--- src/rtl/uart_cmd_parser.sv ---
// Command-frame parser behind the UART receiver. It assembles SOF/OP/ADDR/DH/DL/CHK frames,
// checks the XOR checksum and the inter-byte gap, and offers {op, addr, wdata} on valid/ready.
module uart_cmd_parser #(
    parameter int          CLK_FREQ     = 100000000,
    parameter int          BAUD_RATE    = 115200,
    parameter int          TIMEOUT_BITS = 20,
    parameter logic [7:0]  SOF_BYTE     = 8'hA5
) (
    input  logic        clk,
    input  logic        rst,
    input  logic [7:0]  rx_data,
    input  logic        rx_valid,
    output logic        cmd_valid,
    input  logic        cmd_ready,
    output logic [7:0]  cmd_op,
    output logic [7:0]  cmd_addr,
    output logic [15:0] cmd_wdata,
    output logic        err_chk,
    output logic        err_timeout,
    output logic        err_overrun,
    output logic        busy
);
    localparam int TIMEOUT_TICKS = (CLK_FREQ / BAUD_RATE) * TIMEOUT_BITS;
    localparam int CW = (TIMEOUT_TICKS > 1) ? $clog2(TIMEOUT_TICKS) : 1;
    localparam logic [CW-1:0] TO_LOAD = CW'(TIMEOUT_TICKS - 1);

    typedef enum logic [2:0] {
        S_IDLE, S_OP, S_ADDR, S_DH, S_DL, S_CHK, S_HOLD
    } state_t;

    state_t        state;
    logic [7:0]    acc;
    logic [CW-1:0] cnt;

    assign busy = (state != S_IDLE);

    // Handshake: a command transfers on any rising edge where cmd_valid && cmd_ready are both
    // high; cmd_valid is never withdrawn before that and cmd_op/addr/wdata do not change while it is up.
    always_ff @(posedge clk or posedge rst) begin
        if (rst) begin
            state       <= S_IDLE;
            acc         <= '0;
            cnt         <= '0;
            cmd_valid   <= 1'b0;
            cmd_op      <= '0;
            cmd_addr    <= '0;
            cmd_wdata   <= '0;
            err_chk     <= 1'b0;
            err_timeout <= 1'b0;
            err_overrun <= 1'b0;
        end else begin
            err_chk     <= 1'b0;
            err_timeout <= 1'b0;
            err_overrun <= 1'b0;
            case (state)
                S_IDLE: begin
                    if (rx_valid && rx_data == SOF_BYTE) begin
                        state <= S_OP;
                        acc   <= '0;
                        cnt   <= TO_LOAD;
                    end
                end
                S_HOLD: begin
                    // Any byte arriving while a command is pending is dropped, even a SOF.
                    if (rx_valid) err_overrun <= 1'b1;
                    if (cmd_valid && cmd_ready) begin
                        cmd_valid <= 1'b0;
                        state     <= S_IDLE;
                    end
                end
                default: begin
                    if (rx_valid) begin
                        cnt <= TO_LOAD;
                        acc <= acc ^ rx_data;
                        case (state)
                            S_OP:   begin cmd_op          <= rx_data; state <= S_ADDR; end
                            S_ADDR: begin cmd_addr        <= rx_data; state <= S_DH;   end
                            S_DH:   begin cmd_wdata[15:8] <= rx_data; state <= S_DL;   end
                            S_DL:   begin cmd_wdata[7:0]  <= rx_data; state <= S_CHK;  end
                            S_CHK: begin
                                if ((acc ^ rx_data) == 8'h00) begin
                                    state     <= S_HOLD;
                                    cmd_valid <= 1'b1;
                                end else begin
                                    state   <= S_IDLE;
                                    err_chk <= 1'b1;
                                end
                            end
                            default: state <= S_IDLE;
                        endcase
                    end else if (cnt == '0) begin
                        state       <= S_IDLE;
                        err_timeout <= 1'b1;
                    end else begin
                        cnt <= cnt - 1'b1;
                    end
                end
            endcase
        end
    end
endmodule

--- config.mk ---
export PLATFORM = sky130hd
export DESIGN_NAME = uart_cmd_parser
export DESIGN_NICKNAME = d
export VERILOG_FILES = /design/src/rtl/uart_cmd_parser.sv
export SDC_FILE = /design/constraint.sdc
export NUM_CORES = 1
export LEC_CHECK = 0
export CORE_ASPECT_RATIO = 1.5
export CORE_MARGIN = 2
export CORE_UTILIZATION = 40
export CTS_BUF_LIST = sky130_fd_sc_hd__clkbuf_4 sky130_fd_sc_hd__clkbuf_8
export DETAILED_ROUTE_END_ITERATION = 10
export GPL_ROUTABILITY_DRIVEN = 1
export GPL_TIMING_DRIVEN = 1
export PLACE_DENSITY = 0.67
export SLEW_MARGIN = 20
export SYNTH_ARGS = -nofsm -noshare
export SYNTH_HDL_FRONTEND = slang
export SYNTH_SLANG_ARGS = --single-unit
--- constraint.sdc ---
create_clock -name clk -period 6.05 [get_ports clk]
set_input_delay 0.9075 -clock clk [delete_from_list [all_inputs] [get_ports clk]]
set_output_delay 0.9075 -clock clk [all_outputs]
set_load 0.05 [all_outputs]
# --- Word-level counts from Yosys, hierarchy flattened ---
# Cells that the tools add are included.
classes:
  addsub: 1
  n_eq_ne: 10
  bitwise_logic: 4
  muxes: 28
  reduce_logical: 20
ops:
  columns: ["cell", "count"]
  rows:
  - ["two-way mux 15 bit", 3]
  - ["one-hot mux 15 bit (2 select lines)", 1]
  - ["AND reduction 3 bit", 7]
  - ["two-way mux 8 bit", 2]
  - ["one-hot mux 8 bit (2 select lines)", 1]
  - ["logical NOT 15 bit", 1]
  - ["two-way mux 3 bit", 5]
  - ["one-hot mux 3 bit (5 select lines)", 1]
  - ["subtractor 15 x 1 -> 15 bit, second input constant", 1]
  - ["two-way mux 1 bit", 13]
  - ["equality test 3 bit, second input constant", 3]
  - ["equality test 8 bit, second input constant", 1]
  - ["logical NOT 8 bit", 1]
  - ["nonzero test 2 bit", 4]
  - ["bitwise XOR 8 bit", 1]
  - ["equality test 3 x 2 -> 1 bit, second input constant", 2]
  - ["one-hot mux 3 bit (2 select lines)", 1]
  - ["AND reduction 5 bit", 1]
  - ["inequality test 2 bit, second input constant", 2]
  - ["nonzero test 4 bit", 1]
  - ["equality test 3 x 1 -> 1 bit, second input constant", 1]
  - ["logical NOT 3 bit", 1]
  - ["inequality test 3 x 2 -> 1 bit, second input constant", 1]
  - ["NOT 1 bit", 3]
  - ["4 further kinds", 5]
totals:
  output_inout_bits: 37
  regBits: 62
  word_cells: 74
  input_bits: 12

# --- Depth between registers and ports, before layout ---
# Gate-level depths: netlist of run 1.
logic_depth:
  ltp_word: 6
  mapped_depth: 8
  mapped_depth_nobuf: 7

# --- Worst setup path after synthesis of run 1 ---
# Ideal clock, no wire load.
synth_timing:
  path_kind: "in2reg"
  start: "input port rx_data[1]"
  end: "register cnt[12]"
  t_required_ns: 5.972
  setup_ns: 0.078
  arrival_ns: 2.616
  stages: 6
  path_slack_ns: 3.357
  n_path_buf: 1
  path_cell_list: "buf_2 -> or3b_4 -> o31a_1 -> or3_4 -> or4_1 -> a21oi_1"
synth_between:
  elab_chain_cells: 4
synth_rtl:
  columns: ["element", "line", "source"]
  rows:
  - ["start, declared", "11", "input logic [7:0] rx_data,"]
  - ["equality test 8 bit", "57", "if (rx_valid && rx_data == SOF_BYTE) begin"]
  - ["logical AND 1 bit", "57", null]
  - ["inequality test 2 bit (no source line)", null, null]
  - ["AND reduction 3 bit (no source line)", null, null]
  - ["end signal, assigned", "95", "cnt <= cnt - 1'b1;"]
  - ["end, declared", "33", "logic [CW-1:0] cnt;"]
# No other way between the ends.
# A chain may end at the register's enable or synchronous reset.

# --- Worst setup path in the final report of run 1 ---
layout_timing:
  start: "input port rx_valid"
  end: "register cmd_op[2]"
layout_between:
  elab_chain_cells: 1
layout_rtl:
  columns: ["element", "line", "source"]
  rows:
  - ["start, declared", "12", "input logic rx_valid,"]
  - ["AND reduction 3 bit (no source line)", null, null]
  - ["end signal, assigned", "45", "cmd_op <= '0;"]
  - ["end signal, assigned", "76", "S_OP: begin cmd_op <= rx_data; state <= S_ADDR; end"]
  - ["end, declared", "15", "output logic [7:0] cmd_op,"]
# No other way between the ends.

==> metrics.log, run 1 <==
INFO  metric status = finished, final reports clean
INFO  metric synthFlopType = sky130_fd_sc_hd__dfrtp_1
INFO  metric dr.first_iter.drc_count = 90
INFO  metric worstPathArrival = 3.35 ns
INFO  metric drc_errors = 0
INFO  metric critPathMaxStageDelay = 0.82 ns
INFO  metric cts_hold_buffers = 0
INFO  metric routed-via-count = 2,260
INFO  metric required = 6.28 ns
INFO  metric power_density = 579.4 nW/µm²
INFO  metric critical_path_peak_fanout = 15
INFO  metric finalClockSkew = 0.009626 ns
INFO  metric period_share = 51.60%
INFO  metric clock_tree.root_cell = sky130_fd_sc_hd__clkbuf_8
INFO  metric setup_viol = 0
INFO  metric core = 7179 µm²
INFO  metric cts_max_level = 3
INFO  metric synth-simple-area-share = 18.60%
INFO  metric synth_xor_area_share = 2.095%
INFO  metric fp.dieArea = 8031 µm²
INFO  metric post_route_cells_drive_above_1_share = 18.38%
INFO  metric actual_slew_at_the_worst_max_slew_pin = 0.9381 ns
INFO  metric cap_viol_max_count = 0
INFO  metric unrepaired_setup_endpoints_after_global_routing = false
INFO  metric post_syn_area = 2927 µm²
INFO  metric total_leakage_power = 1.520 nW
INFO  metric slew_viol_final = 0
INFO  metric place.detailed.hpwl = 4700 µm
INFO  metric area_of_combinational_cells_with_multiple_inputs = 1303 µm²
INFO  metric wl_per_cell = 16.01 µm
INFO  metric port_buffers = 48
INFO  metric critical_path.cell_chain = clkdlybuf4s50_1 -> clkinv_1 -> nor3_1 -> buf_4 -> mux2_2
INFO  metric groute.usage.overall = 18.17%
INFO  metric postCtsSetupRepairBufs = 0
INFO  metric final.hold.worst_slack = 0.4956 ns
INFO  metric place_congestion = 0.7905
INFO  metric final-seq-area = 1551 µm²
INFO  metric rows = 38
INFO  metric synth_nets = 276
INFO  metric die_y = 108.8 µm
INFO  metric placement.setup.worst_slack = 2.538 ns
INFO  metric critical-path-top-delay-family = buffers and inverters
INFO  metric drt-pass1-iter-count = 4
INFO  metric design.final.nets = 329
INFO  metric timing.critical_path.slowest_stage_cell = sky130_fd_sc_hd__clkdlybuf4s50_1
INFO  metric finalSetupTns = 0 ns
INFO  metric timing.critical_path.from_type = input pin
INFO  metric synthAdderAreaFrac = 0.4275%
INFO  metric ys_seq_elements = 62
INFO  metric worst_path_class_setup = in2reg
INFO  metric clk_pin_slew = 0.07 ns
INFO  metric yosysSeqAreaShare = 53.01%
INFO  metric timing.final.hold_violations = 0
INFO  metric worst_slack = 2.928 ns
INFO  metric ctsLongestPathBuffers = 2
INFO  metric cts_made_buffers = 9
INFO  metric post_drt_via_cell_ratio = 5.368
INFO  metric area_growth = 27.70%
INFO  metric antenna_found_initial = 0
INFO  metric utilization = 52.06%
INFO  metric ctsResizeCount = 0
INFO  metric wl = 6742 µm
INFO  metric synth_edf_count = 0
INFO  metric pin_count = 49
INFO  metric finalNonFillerCells = 421
INFO  metric worst-r2r-setup-slack = 3.63 ns
INFO  metric grt_max_degree = 63
INFO  metric postSynthAreaPerCell = 11.13 µm²
INFO  metric min-delay-path-class = reg2reg
INFO  metric ys_types = 48
INFO  metric total_number_of_yosys_warnings = 0
INFO  metric compound_gate_portion_of_the_synthesized_area = 8.508%
INFO  metric fill_cells = 655
INFO  metric critical_path.n_buffers_inverters = 3
INFO  metric globalRouteOverflowTotal = 0
INFO  metric cts_tree = done
INFO  metric proportion_of_synthesized_flip_flops_having_asynchronous_set_or_reset = 100.0%
INFO  metric synthCells = 263
INFO  metric ir_worst_vdd = 0.0003455 V
INFO  metric antennaDiodeCount = 0
INFO  metric relative_slew_slack = 36.89%
INFO  metric fin_crit = 3.122 ns
INFO  metric max_freq = 320.3 MHz
INFO  metric worst_skew_pair.late_latency = 0.34 ns
INFO  metric postRouteAntennaNets = 0
INFO  metric dp.cells = 405
INFO  metric die_x = 73.84 µm
INFO  metric post_synth_mux_area_share = 14.71%
INFO  metric starting_density_of_the_core = 40.76%
INFO  metric first_global_vias = 2,293
INFO  metric dominant_combinational_cell_family_by_area_after_synthesis = simple AND/OR/NAND/NOR gates
INFO  metric grt_pass1_wl = 11,050 µm
INFO  metric setup.worst_path.end_class = flop
INFO  metric clock_sink_count = 62
[synthesized netlist by cell type (all sizes together) (3+ instances only)]
| master | instances | area, µm² |
|---|---|---|
| clkbuf | 5 | 18.77 |
| nand4 | 3 | 18.77 |
| nor3 | 8 | 51.30 |
| and4 | 3 | 26.28 |
| nand3 | 11 | 55.05 |
| inv | 7 | 26.27 |
| xor2 | 4 | 35.03 |
| xnor2 | 3 | 26.28 |
| nor4 | 8 | 50.05 |
| mux2 | 32 | 360.4 |
| o21ai | 11 | 55.05 |
| nor2 | 20 | 75.07 |
| or4 | 3 | 22.52 |
| or3 | 5 | 36.28 |
| a21oi | 13 | 65.06 |
| nand2 | 14 | 52.55 |
| nand2b | 6 | 37.54 |
| mux2i | 7 | 70.07 |
| dfrtp | 62 | 1551 |
| o31ai | 3 | 22.52 |
| buf | 5 | 28.77 |
| nor2b | 6 | 37.54 |
[cells by family after synthesis]
family / Yosys count
mux: 39
fa+ha+maj: 1
simple gates: 97
flops: 62
xor+xnor: 7
compound gates: 39
buf+inv: 18
[worst paths after layout]
path | from | to | cells past startpoint
setup / recovery | rx_valid | cmd_op[2] | 5
setup reg to reg | cnt[9] | cnt[4] | 5
hold reg to reg | cnt[0] | cnt[0] | 1
min in group asynchronous | rst | cmd_wdata[12] | 3
hold / removal | cnt[0] | cnt[0] | 1
max in group asynchronous | rst | err_timeout | 3
[routing by layer]
metal / wire length [µm] / GRT usage, % / vias to the layer above
met5: 0 / 0 / -
li1: - / - / 1065
met1: 2834 / 20.72 / 1132
met2: 3465 / 30.68 / 49
met4: 182 / 8.831 / 0
met3: 258 / 5.176 / 14
[cell type report]
cell class | instances | area share (%)
multi-input combinational | 183 | 34.85
clock inverter | 6 | 2.310
tap | 100 | 3.348
inverter | 8 | 0.8035
timing repair buffer | 52 | 13.66
clock buffer | 10 | 3.515
sequential | 62 | 41.51
[flip-flops by register name, indices dropped and copies added (netlist names)]
register / cells
acc: 8
cmd_addr: 8
cmd_op: 8
cmd_valid: 1
cmd_wdata: 16
cnt: 15
err_chk: 1
err_overrun: 1
err_timeout: 1
state: 3
[power by group]
group / switching (mW) / total (mW) / internal, mW
logic: 0.677 / 1.08 / 0.399
registers: 0.117 / 0.688 / 0.571
clock network: 0.166 / 0.402 / 0.236
total: 0.960 / 2.17 / 1.21
[placed cells by master (no fill, tap or decap), types with 8 or more instances in the layout]
| cell | n |
|---|---|
| sky130_fd_sc_hd__o21ai_0 | 11 |
| sky130_fd_sc_hd__nor4_1 | 8 |
| sky130_fd_sc_hd__nand3_1 | 11 |
| sky130_fd_sc_hd__a21oi_1 | 13 |
| sky130_fd_sc_hd__nand2_1 | 14 |
| sky130_fd_sc_hd__dfrtp_1 | 62 |
| sky130_fd_sc_hd__clkdlybuf4s50_1 | 48 |
| sky130_fd_sc_hd__nor2_1 | 20 |
| sky130_fd_sc_hd__mux2_2 | 32 |
| sky130_fd_sc_hd__clkbuf_8 | 9 |
[stage by stage]
| stage | total power [mW] | instance area, µm² |
|---|---|---|
| floorplan | 1.428 | 2927 |
| global placement | 1.759 | 3515 |
| detailed placement | 1.774 | 3520 |
| CTS | 2.179 | 3737 |
| global route | 2.273 | 3737 |
| finish | 2.165 | 3737 |
No activity file was read; power rests on OpenSTA's default activity.
==> run 2, diff against run 1 <==
--- a/config.mk
+++ b/config.mk
@@ -12,7 +12,7 @@
 export DETAILED_ROUTE_END_ITERATION = 10
 export GPL_ROUTABILITY_DRIVEN = 1
 export GPL_TIMING_DRIVEN = 1
-export PLACE_DENSITY = 0.67
+export PLACE_DENSITY = 0.69
 export SLEW_MARGIN = 20
 export SYNTH_ARGS = -nofsm -noshare
 export SYNTH_HDL_FRONTEND = slang
==> constraint.sdc (replaced) <==
create_clock -name clk -period 2.7 [get_ports clk]
set_input_delay 0.405 -clock clk [delete_from_list [all_inputs] [get_ports clk]]
set_output_delay 0.405 -clock clk [all_outputs]
set_load 0.05 [all_outputs]
==> metrics.log, run 2 (same netlist as run 1, synthesis figures left out) <==
INFO  metric grt_pass1_wl = 11,710 µm
INFO  metric fin_area = 3910 µm²
INFO  metric wl_per_cell = 16.14 µm
INFO  metric groute.usage.overall = 19.75%
INFO  metric cts_made_buffers = 9
INFO  metric most_common_library_cell_in_the_layout_ignoring_fill_and_taps = sky130_fd_sc_hd__dfrtp_1
INFO  metric grt_max_degree = 31
INFO  metric drc_errors = 0
INFO  metric antenna_found_initial = 0
INFO  metric port_buffers = 48
INFO  metric cts_tree = done
INFO  metric postCtsSetupRepairBufs = 0
INFO  metric post_drt_via_cell_ratio = 5.246
INFO  metric setup_viol = 0
INFO  metric wl = 7148 µm
INFO  metric status = finished, final reports clean
INFO  metric actual_slew_at_the_worst_max_slew_pin = 0.6443 ns
INFO  metric min-delay-path-class = in2async
INFO  metric max_freq = 385.6 MHz
INFO  metric clk_pin_slew = 0.07 ns
INFO  metric total_leakage_power = 1.631 nW
INFO  metric ctsResizeCount = 0
INFO  metric design.final.nets = 351
INFO  metric critical_path_peak_fanout = 10
INFO  metric worst-r2r-setup-slack = 0.34 ns
INFO  metric worst_path_class_setup = reg2out
INFO  metric rows = 38
INFO  metric reg2reg_from = state[0]
INFO  metric finalSetupTns = 0 ns
INFO  metric area_of_combinational_cells_with_multiple_inputs = 1297 µm²
INFO  metric die_x = 73.84 µm
INFO  metric postRouteAntennaNets = 0
INFO  metric place_area = 3692 µm²
INFO  metric fill_cells = 615
INFO  metric worstPathArrival = 2.19 ns
INFO  metric largestRegisters = cmd_wdata x16, cnt x15
INFO  metric globalRouteOverflowTotal = 0
INFO  metric utilization = 54.46%
INFO  metric ir_worst_vdd = 0.0007705 V
INFO  metric timing.final.hold_violations = 0
INFO  metric unrepaired_setup_endpoints_after_global_routing = false
INFO  metric pin_count = 49
INFO  metric reg2regPathDepth = 6
INFO  metric cts_max_level = 3
INFO  metric fin_crit = 2.593 ns
INFO  metric final_cell_mix = sky130_fd_sc_hd__dfrtp_1, sky130_fd_sc_hd__clkdlybuf4s50_1, sky130_fd_sc_hd__mux2_2
INFO  metric startpoint = state[0]
INFO  metric clock_tree.root_cell = sky130_fd_sc_hd__clkbuf_8
INFO  metric first_global_vias = 2,341
INFO  metric worst_skew_pair.late_latency = 0.35 ns
INFO  metric top_register = cmd_wdata
INFO  metric finalClockSkew = 0.008058 ns
INFO  metric power_density = 1271 nW/µm²
INFO  metric ctsLongestPathBuffers = 2
INFO  metric largest_register_ffs = 16
INFO  metric place_congestion = 0.8202
INFO  metric timing.critical_path.from_type = flop
INFO  metric routed-via-count = 2,324
INFO  metric setup.worst_path.end_class = output pin
INFO  metric relative_slew_slack = 56.71%
INFO  metric period_share = 96.04%
INFO  metric post_route_cells_drive_above_1_share = 23.32%
INFO  metric slew_viol_final = 0
INFO  metric cts_hold_buffers = 0
INFO  metric r2r-end = cnt[12]
INFO  metric clock_sink_count = 62
INFO  metric core = 7179 µm²
INFO  metric required = 2.30 ns
INFO  metric die_y = 108.8 µm
INFO  metric final-seq-area = 1551 µm²
INFO  metric starting_density_of_the_core = 40.76%
INFO  metric cap_viol_max_count = 0
INFO  metric place.detailed.hpwl = 5233 µm
INFO  metric drt-pass1-iter-count = 4
INFO  metric area_growth = 33.60%
INFO  metric fp.dieArea = 8031 µm²
INFO  metric antennaDiodeCount = 0
INFO  metric dr.first_iter.drc_count = 129
run 2: critical path, stage by stage (launching register included):
cell                              delay [ns]
sky130_fd_sc_hd__dfrtp_1                0.49
sky130_fd_sc_hd__nor3_4                 0.47
sky130_fd_sc_hd__inv_2                  0.15
sky130_fd_sc_hd__clkdlybuf4s50_1        0.73
run 2: cell type report:
class                      count  area share [%]
inverter                       8          0.7680
clock buffer                  10           3.360
sequential                    62           39.68
clock inverter                 6           2.208
multi-input combinational    183           33.18
tap                          100           3.200
timing repair buffer          74           17.60
run 2: layer usage:
metal / track usage (%) / vias up / wire (µm)
met5: 0 / - / 0
met2: 33.23 / 44 / 3877
li1: - / 1114 / -
met3: 5.268 / 12 / 281
met1: 22.68 / 1154 / 2808
met4: 10.00 / 0 / 181
run 2: how the worst max path moves through the flow:
stage                     endpoint  cells past startpoint
after floorplan            cnt[12]                      7
after detailed placement   cnt[12]                      6
final                         busy                      3
after global routing          busy                      3
after CTS                     busy                      3
after global placement     cnt[12]                      6
run 2: report_power, final:
part	leakage (nW)	internal, mW	switching, mW
sequential	0.741	1.28	0.248
clock	0.110	0.528	0.370
combinational	0.781	0.986	1.56
total	1.63	2.79	2.17
run 2: metrics by stage:
| step | hold slack (ns) | total power [mW] | instances | worst slack (ns) |
|---|---|---|---|---|
| final | 0.4807 | 4.969 | 443 | 0.1068 |
| after global routing | 0.5077 | 5.237 | 443 | 0.02050 |
| after CTS | 0.4873 | 5.009 | 443 | 0.09415 |
| after detailed placement | 0.4841 | 4.097 | 427 | 0.08993 |
| after global placement | 0.4783 | 4.055 | 427 | 0.09980 |
| after floorplan | 0.4612 | 3.199 | 263 | 0.4458 |
==> run 3, diff against run 2 <==
--- a/config.mk
+++ b/config.mk
@@ -5,14 +5,16 @@
 export SDC_FILE = /design/constraint.sdc
 export NUM_CORES = 1
 export LEC_CHECK = 0
+export CELL_PAD_IN_SITES_DETAIL_PLACEMENT = 0
+export CELL_PAD_IN_SITES_GLOBAL_PLACEMENT = 1
 export CORE_ASPECT_RATIO = 1.5
 export CORE_MARGIN = 2
-export CORE_UTILIZATION = 40
+export CORE_UTILIZATION = 39
 export CTS_BUF_LIST = sky130_fd_sc_hd__clkbuf_4 sky130_fd_sc_hd__clkbuf_8
 export DETAILED_ROUTE_END_ITERATION = 10
 export GPL_ROUTABILITY_DRIVEN = 1
 export GPL_TIMING_DRIVEN = 1
-export PLACE_DENSITY = 0.69
+export PLACE_DENSITY = 0.82
 export SLEW_MARGIN = 20
 export SYNTH_ARGS = -nofsm -noshare
 export SYNTH_HDL_FRONTEND = slang
==> metrics.log, run 3 (same netlist as run 1, synthesis figures left out) <==
INFO  metric startpoint = state[2]
INFO  metric utilization = 54.09%
INFO  metric grt_max_degree = 27
INFO  metric relative_slew_slack = 52.94%
INFO  metric timing.critical_path.from_type = flop
INFO  metric core = 7274 µm²
INFO  metric final_cell_mix = sky130_fd_sc_hd__dfrtp_1, sky130_fd_sc_hd__clkdlybuf4s50_1, sky130_fd_sc_hd__mux2_2
INFO  metric worstPathArrival = 1.95 ns
INFO  metric rows = 38
INFO  metric slew_viol_final = 0
INFO  metric post_drt_via_cell_ratio = 5.274
INFO  metric timing.final.hold_violations = 0
INFO  metric drt-pass1-iter-count = 4
INFO  metric antenna_found_initial = 0
INFO  metric wl_per_cell = 16.46 µm
INFO  metric cts_hold_buffers = 0
INFO  metric place_area = 3665 µm²
INFO  metric top_register = cmd_wdata
INFO  metric postRouteAntennaNets = 0
INFO  metric largest_register_ffs = 16
INFO  metric ir_worst_vdd = 0.0008241 V
INFO  metric max_freq = 424.3 MHz
INFO  metric fin_area = 3935 µm²
INFO  metric fp.dieArea = 8227 µm²
INFO  metric met2WireLength = 3879 µm
INFO  metric place_congestion = 0.8386
INFO  metric place.detailed.hpwl = 5177 µm
INFO  metric largestRegisters = cmd_wdata x16, cnt x15
INFO  metric unrepaired_setup_endpoints_after_global_routing = false
INFO  metric groute.usage.overall = 19.71%
INFO  metric topRoutingLayerUsed = met4
INFO  metric design.final.nets = 349
INFO  metric routed-via-count = 2,326
INFO  metric starting_density_of_the_core = 40.23%
INFO  metric clock_sink_count = 62
INFO  metric drc_errors = 0
INFO  metric clock_tree.root_cell = sky130_fd_sc_hd__clkbuf_8
INFO  metric postCtsSetupRepairBufs = 0
INFO  metric actual_slew_at_the_worst_max_slew_pin = 0.6994 ns
INFO  metric post_route_cells_drive_above_1_share = 22.87%
INFO  metric first_global_vias = 2,379
INFO  metric antennaDiodeCount = 0
INFO  metric globalRouteOverflowTotal = 0
INFO  metric wl = 7260 µm
INFO  metric period_share = 87.29%
INFO  metric worst_skew_pair.late_latency = 0.35 ns
INFO  metric total_leakage_power = 1.639 nW
INFO  metric pin_count = 49
INFO  metric grt_pass1_wl = 11,920 µm
INFO  metric most_common_library_cell_in_the_layout_ignoring_fill_and_taps = sky130_fd_sc_hd__dfrtp_1
INFO  metric finalSetupTns = 0 ns
INFO  metric ctsResizeCount = 0
INFO  metric die_y = 110.1 µm
INFO  metric cts_made_buffers = 9
INFO  metric clk_pin_slew = 0.08 ns
INFO  metric dr.first_iter.drc_count = 170
INFO  metric final.hold.worst_slack = 0.4153 ns
INFO  metric finalClockSkew = 0.009456 ns
INFO  metric reg2regPathDepth = 6
INFO  metric wl_met1 = 2937 µm
INFO  metric power_density = 1314 nW/µm²
INFO  metric min-delay-path-class = in2async
INFO  metric die_x = 74.73 µm
INFO  metric cts_tree = done
INFO  metric critical_path_peak_fanout = 12
INFO  metric ctsLongestPathBuffers = 2
INFO  metric met3WireLength = 269 µm
INFO  metric reg2reg_from = cnt[12]
INFO  metric cap_viol_max_count = 0
INFO  metric status = finished, final reports clean
INFO  metric setup.worst_path.end = busy
INFO  metric r2r-end = cnt[5]
INFO  metric setup_viol = 0
INFO  metric worst_path_class_setup = reg2out
INFO  metric fin_crit = 2.357 ns
INFO  metric area_growth = 34.46%
INFO  metric setup.worst_path.end_class = output pin
INFO  metric worst-r2r-setup-slack = 0.54 ns
INFO  metric port_buffers = 48
INFO  metric required = 2.30 ns
INFO  metric cts_max_level = 3
## run 3: where the power goes
part	switching (mW)	internal (mW)
Sequential	0.263	1.28
Combinational	1.54	0.984
Clock	0.394	0.711
Total	2.19	2.97
## run 3: layer usage
| layer | track usage, % | vias up |
|---|---|---|
| met3 | 3.545 | 13 |
| li1 | - | 1108 |
| met2 | 32.68 | 57 |
| met1 | 23.69 | 1148 |
| met4 | 11.22 | 0 |
| met5 | 0 | - |
## run 3: how the worst min path moves through the flow
stage | startpoint | endpoint | slack (ns) | cells past startpoint
CTS | rst | acc[7] | 0.42 | 2
floorplan | cnt[0] | cnt[0] | 0.46 | 1
global route | rst | acc[7] | 0.48 | 2
global placement | acc[5] | acc[5] | 0.48 | 1
finish | rst | acc[7] | 0.42 | 2
detailed placement | acc[3] | acc[3] | 0.48 | 1
## run 3: layout make-up
type,count,area (µm²)
Clock buffer,9,123.9
Clock inverter,7,146.4
Fill cell,647,3339
Inverter,8,30.03
Multi-Input combinational cell,183,1297
Sequential cell,62,1551
Tap cell,100,125.1
Timing Repair Buffer,72,660.6
## run 3: metrics by stage
| stage | setup slack (ns) | power [mW] | instances |
|---|---|---|---|
| 3_3_place_gp | 0.08878 | 4.050 | 425 |
| 5_1_grt | 0.2602 | 5.417 | 441 |
| 3_5_place_dp | 0.08446 | 4.085 | 425 |
| 6_report | 0.3433 | 5.169 | 441 |
| 2_1_floorplan | 0.4458 | 3.199 | 263 |
| 4_1_cts | 0.3249 | 5.207 | 441 |
## run 3: worst max-delay path, cell delays in order (launching register included)
cell	delay, ns
sky130_fd_sc_hd__dfrtp_1	0.58
sky130_fd_sc_hd__nor3_4	0.06
sky130_fd_sc_hd__inv_2	0.13
sky130_fd_sc_hd__clkdlybuf4s50_1	0.82
